`src/rtl/clk_en_pkg.sv`:
```
// Shared types and default parameters for the PLL-lock supervisor and
// clock-enable generator.
package clk_en_pkg;

  typedef enum logic [1:0] {
    WAIT_LOCK = 2'd0,
    FILTER    = 2'd1,
    RST_HOLD  = 2'd2,
    RUN       = 2'd3
  } state_e;

  localparam int unsigned DEF_N_CH     = 4;
  localparam int unsigned DEF_DIV_W    = 8;
  localparam int unsigned DEF_LOCK_CYC = 1024;
  localparam int unsigned DEF_RST_CYC  = 16;

  // Counter width able to hold 0..n-1, never narrower than one bit.
  function automatic int unsigned cnt_width(input int unsigned n);
    return (n > 1) ? $clog2(n) : 1;
  endfunction

endpackage

```
`src/rtl/clk_en_div.sv`:
```
// One clock-enable channel: pending/active divide registers, a period counter
// and the single-cycle enable decode.
module clk_en_div
  import clk_en_pkg::*;
#(
  parameter int unsigned DIV_W = DEF_DIV_W
) (
  input  logic             clk_i,
  input  logic             rst_ni,
  input  logic             run_i,
  input  logic             load_i,
  input  logic [DIV_W-1:0] div_i,
  output logic             ce_o
);

  logic [DIV_W-1:0] pend_q, pend_d;
  logic [DIV_W-1:0] act_q, act_d;
  logic [DIV_W-1:0] cnt_q, cnt_d;
  logic             tc;

  assign tc = (cnt_q == act_q);

  // A new divide only takes effect at the terminal count, so the running
  // period is never cut short; a load on that same cycle is used directly.
  always_comb begin
    pend_d = load_i ? div_i : pend_q;
    act_d  = act_q;
    cnt_d  = '0;
    if (!run_i) begin
      if (load_i) act_d = div_i;
    end else if (tc) begin
      act_d = pend_d;
    end else begin
      cnt_d = cnt_q + DIV_W'(1);
    end
  end

  always_ff @(posedge clk_i or negedge rst_ni) begin
    if (!rst_ni) begin
      pend_q <= '0;
      act_q  <= '0;
      cnt_q  <= '0;
    end else begin
      pend_q <= pend_d;
      act_q  <= act_d;
      cnt_q  <= cnt_d;
    end
  end

  assign ce_o = run_i & tc;

endmodule

```
`src/rtl/clk_en_gen.sv`:
```
// PLL lock supervisor: synchronises and filters the lock flag, sequences a
// clean downstream reset and drives N_CH phase-aligned clock enables.
module clk_en_gen
  import clk_en_pkg::*;
#(
  parameter int unsigned N_CH     = DEF_N_CH,
  parameter int unsigned DIV_W    = DEF_DIV_W,
  parameter int unsigned LOCK_CYC = DEF_LOCK_CYC,
  parameter int unsigned RST_CYC  = DEF_RST_CYC
) (
  input  logic                  pll_clk,
  input  logic                  rst_n,
  input  logic                  locked,
  input  logic [N_CH*DIV_W-1:0] div_val,
  input  logic [N_CH-1:0]       div_load,
  input  logic                  clr_lost,
  output logic                  ready,
  output logic                  sys_rst_n,
  output logic [N_CH-1:0]       ce,
  output logic                  lock_lost
);

  localparam int unsigned LW = cnt_width(LOCK_CYC);
  localparam int unsigned RW = cnt_width(RST_CYC);
  localparam logic [LW-1:0] LOCK_LAST = LW'(LOCK_CYC - 1);
  localparam logic [RW-1:0] RST_LAST  = RW'(RST_CYC - 1);

  logic [1:0]    sync_q;
  logic          locked_s;
  state_e        state_q, state_d;
  logic [LW-1:0] lock_cnt_q, lock_cnt_d;
  logic [RW-1:0] rst_cnt_q, rst_cnt_d;
  logic          lost_q, lost_d;
  logic          ready_q, sys_rst_q;
  logic          run;

  always_ff @(posedge pll_clk or negedge rst_n) begin
    if (!rst_n) sync_q <= '0;
    else        sync_q <= {sync_q[0], locked};
  end
  assign locked_s = sync_q[1];

  always_comb begin
    state_d    = state_q;
    lock_cnt_d = lock_cnt_q;
    rst_cnt_d  = rst_cnt_q;
    unique case (state_q)
      WAIT_LOCK: begin
        lock_cnt_d = '0;
        rst_cnt_d  = '0;
        if (locked_s) state_d = FILTER;
      end
      FILTER: begin
        if (!locked_s) begin
          state_d    = WAIT_LOCK;
          lock_cnt_d = '0;
        end else if (lock_cnt_q == LOCK_LAST) begin
          state_d    = RST_HOLD;
          lock_cnt_d = '0;
          rst_cnt_d  = '0;
        end else begin
          lock_cnt_d = lock_cnt_q + LW'(1);
        end
      end
      RST_HOLD: begin
        if (!locked_s) begin
          state_d   = WAIT_LOCK;
          rst_cnt_d = '0;
        end else if (rst_cnt_q == RST_LAST) begin
          state_d   = RUN;
          rst_cnt_d = '0;
        end else begin
          rst_cnt_d = rst_cnt_q + RW'(1);
        end
      end
      RUN: begin
        if (!locked_s) state_d = WAIT_LOCK;
      end
      default: state_d = WAIT_LOCK;
    endcase
  end

  // Setting on a lock loss takes priority over a simultaneous clear.
  always_comb begin
    lost_d = lost_q;
    if (state_q == RUN && !locked_s) lost_d = 1'b1;
    else if (clr_lost)               lost_d = 1'b0;
  end

  always_ff @(posedge pll_clk or negedge rst_n) begin
    if (!rst_n) begin
      state_q    <= WAIT_LOCK;
      lock_cnt_q <= '0;
      rst_cnt_q  <= '0;
      lost_q     <= 1'b0;
      ready_q    <= 1'b0;
      sys_rst_q  <= 1'b0;
    end else begin
      state_q    <= state_d;
      lock_cnt_q <= lock_cnt_d;
      rst_cnt_q  <= rst_cnt_d;
      lost_q     <= lost_d;
      ready_q    <= (state_d == RUN);
      sys_rst_q  <= (state_d == RUN);
    end
  end

  assign run       = (state_q == RUN);
  assign ready     = ready_q;
  assign sys_rst_n = sys_rst_q;
  assign lock_lost = lost_q;

  genvar gi;
  generate
    for (gi = 0; gi < N_CH; gi++) begin : g_ch
      clk_en_div #(
        .DIV_W(DIV_W)
      ) u_div (
        .clk_i (pll_clk),
        .rst_ni(rst_n),
        .run_i (run),
        .load_i(div_load[gi]),
        .div_i (div_val[gi*DIV_W +: DIV_W]),
        .ce_o  (ce[gi])
      );
    end
  endgenerate

endmodule

```
`config.mk`:
```
export PLATFORM = sky130hd
export DESIGN_NAME = clk_en_gen
export DESIGN_NICKNAME = d
export VERILOG_FILES = /design/src/rtl/clk_en_pkg.sv /design/src/rtl/clk_en_div.sv /design/src/rtl/clk_en_gen.sv
export SDC_FILE = /design/constraint.sdc
export NUM_CORES = 1
export LEC_CHECK = 0
export CORE_MARGIN = 2
export CORE_UTILIZATION = 53
export CTS_CLUSTER_SIZE = 28
export DETAILED_ROUTE_END_ITERATION = 10
export GPL_ROUTABILITY_DRIVEN = 0
export PLACE_DENSITY_LB_ADDON = 0.05
export SYNTH_ARGS = -nofsm -noshare
export SYNTH_HDL_FRONTEND = slang
export SYNTH_SLANG_ARGS = --single-unit
```
`constraint.sdc`:
```
create_clock -name pll_clk -period 1.58 [get_ports pll_clk]
set_clock_uncertainty 0.2 [all_clocks]
set_input_delay 0.237 -clock pll_clk [delete_from_list [all_inputs] [get_ports pll_clk]]
set_output_delay 0.237 -clock pll_clk [all_outputs]
set_load 0.03 [all_outputs]
```
==> impl_metrics.toml <==
[layout]
nets = 880
fin_area_um2 = 9330
fill_cells = 679
stdcell_count = 989
final_cell_mix = "buf_4, dfrtp_1, nand2_1"
antenna_cells = 0
final_common_cell = "buf_4"
drive_above_1_share_pct = 38.2
area_delta_synth_final_pct = 50.4

[pwr]
peakVddDrop_mv = 1.08
swShare_pct = 24.4
pwr-share-comb_pct = 14.7
p_switching_mw = 2.02
clockPowerShare_pct = 46.0
p_per_area_nw_per_um2 = 889
p_leak_nw = 4.04
intPower_mw = 6.27
power_frac_seq_pct = 39.2

[detailed_routing]
remaining_drc_errors = 0
drtIter0Drc = 448
via_per_inst = 5.83
wl_per_cell_um = 17.5
dr.pass1.iters = 5
ant_nets = 0
routed_wl_um = 17300
vias = 5766

[global_routing]
grt_max_degree = 53
grt_pass1_wl_um = 28200
antenna_found_initial = 0
first_global_vias = 5967
grt_usage_pct = 27.6
grt_overflow = 0

[logic_synthesis]
postSynth.asyncResetShare_pct = 100
synth_area_leaders = "dfrtp_1, xnor2_1, nand2b_1"
ys_seq_area_share_pct = 46.8
synth-main-ff-cell = "dfrtp_1"
synth_fp_nets = 690
synth_top_area_share_pct = 46.8
ys_types = 46
netlist.top_cell.by_area = "dfrtp_1"
syn_area_um2 = 6210
synthCells = 644
syn_area_per_cell_um2 = 9.64
ys_ff_latch = 116
synth_edf_count = 0
yosysWarnings = 0

[clock_network]
ctsLongestPathBuffers = 2
cts_max_level = 4
clk_pin_slew_ns = 0.05
clock-sinks = 116
clockRootBuffer = "clkbuf_16"
cts_tree = "done"
clk_latency_ns = 0.41
numCtsBuffers = 17

[sta]
final_hold_viol_count = 0
tightest_slew_ns = 0.338
setup_tns_ns = -14.94
rsz0062_at_grt = "yes"
fin_crit_ns = 2.08
worst_slack_ns = -0.496
period_share_pct = 131
slew_headroom_pct = 77.5
setup_viol = 69
clock.fmax_ghz = 0.482
slew_viol_final = 0
worst_hold_slack_ns = 0.0295

[die]
rows = 39
die-height_um = 112
initial_core_util_pct = 54.4
die-area_um2 = 12600
ioPinCount = 47
die_x_um = 112
core_um2 = 11400

[worst_setup_path]
arrival_ns = 1.64
cp_slowest_cell = "dfrtp_1"
crit_chain = "xnor2_2 > nand4_2 > buf_6 > nor3_2 > buf_4"
critPathCaptureType = "output pin"
critPathMaxFanout = 2
crit_required_ns = 1.14
crit_type = "flop to output pin"
critPathMaxStageDelay_ns = 0.41
cp-start-kind = "flop"

[place]
portBuffers = 46
preCtsSetupSlack_ns = -0.333
post_dp_cell_area_um2 = 7830
place_inst = 923
hpwl_um = 10300

[worst_hold_path]
hp-class = "primary input to asynchronous set/reset pin"

[status]
status = "complete, but fails checks"
violations = "negative setup slack"

[flow_run]
drv_cap = 0
==> repair_timing <==
item                                    CTS  global route
endpoints found under the setup margin   74            83
hold endpoints to repair                116             0
pin swaps                                84            49
hold buffers                              1             0
gates cloned                              2             0
setup buffers                            51            14
resized for setup                        59            89
==> area by class of cell <==
cell class / count / area (um^2) / area share (%)
clock buffers: 22 / 484 / 5.19
well taps: 143 / 179 / 1.92
multi-input cells: 475 / 3670 / 39.3
flip-flops and latches: 116 / 2910 / 31.1
repair buffers: 215 / 1960 / 21.0
clock inverters: 9 / 103 / 1.10
inverters: 9 / 33.8 / 0.362
==> metrics by stage <==
step	utilization, %	total power [mW]
floorplan	-	3.76
global placement	68.5	4.24
detailed placement	68.5	4.29
CTS	78.0	8.24
global route	81.7	8.56
finish	81.7	8.29
==> metal layers <==
layer | track usage [%] | share of wire [%] | vias to the layer above
met5 | 0 | 0 | -
met3 | 5.72 | 3.8 | 22
met1 | 34.1 | 42 | 2898
li1 | - | - | 2705
met4 | 11.2 | 1.4 | 0
met2 | 47.5 | 53 | 141
==> sequential cells by signal (all words and copies together), names as in the netlist <==
name               cells
g_ch.u_div.act_q      32
g_ch.u_div.pend_q     32
lock_lost              1
g_ch.u_div.cnt_q      32
rst_cnt_q              4
sync_q                 2
sys_rst_n              1
lock_cnt_q            10
state_q                2
==> final timing paths <==
kind                            depth (start not counted)                            endpoint  slack, ns                          startpoint
worst max-delay path                                    5                               ce[2]      -0.50    g_ch[2].u_div.cnt_q[5]$_DFF_PN0_
worst min-delay path                                    2  g_ch[2].u_div.act_q[0]$_DFFE_PN0P_       0.03                               rst_n
worst max register to register                          7  g_ch[0].u_div.act_q[6]$_DFFE_PN0P_      -0.38  g_ch[0].u_div.act_q[1]$_DFFE_PN0P_
worst min register to register                          0                 sync_q[1]$_DFF_PN0_       0.15                 sync_q[0]$_DFF_PN0_
max in group asynchronous                               3                state_q[1]$_DFF_PN0_       0.59                               rst_n
min in group pll_clk                                    1                 sync_q[0]$_DFF_PN0_       0.07                              locked
==> power by group through the flow <==
stage	Clock (mW)	Combinational (mW)	Sequential, mW
6_report	3.82	1.22	3.25
5_1_grt	3.98	1.32	3.27
4_1_cts	3.84	1.15	3.25
3_5_place_dp	0	0.998	3.29
3_3_place_gp	0	0.957	3.29
2_1_floorplan	0	0.495	3.27
==> cell families (layout without fill, tap and decap cells) <==
family	count (synthesis)	after routing	synth area share, %
DFF	116	116	46.8
xor gates and xnor gates	61	61	8.97
muxes	8	8	1.45
buffers and inverters	54	255	3.93
and+or+nand+nor	283	283	24.4
AOI/OAI and AO/OA	116	117	13.2
adders and majority gates	6	6	1.21
==> synth_stat cells, drive strengths merged (13+ instances only) <==
cell    number
o211ai      24
xnor2       42
or4         25
clkbuf      21
nor2        41
buf         24
nand2b      49
a21oi       30
nand2       70
dfrtp      116
a41oi       24
o21ai       13
xor2        19
nand3       46
==> critical path, delay by kind of cell (launching register included) <==
family	cells	cell delay (ns)
flip-flops	1	0.41
buffers and inverters	2	0.34
AND/OR/NAND/NOR	2	0.25
XOR/XNOR	1	0.23
Power figures use the tool's default switching activity.
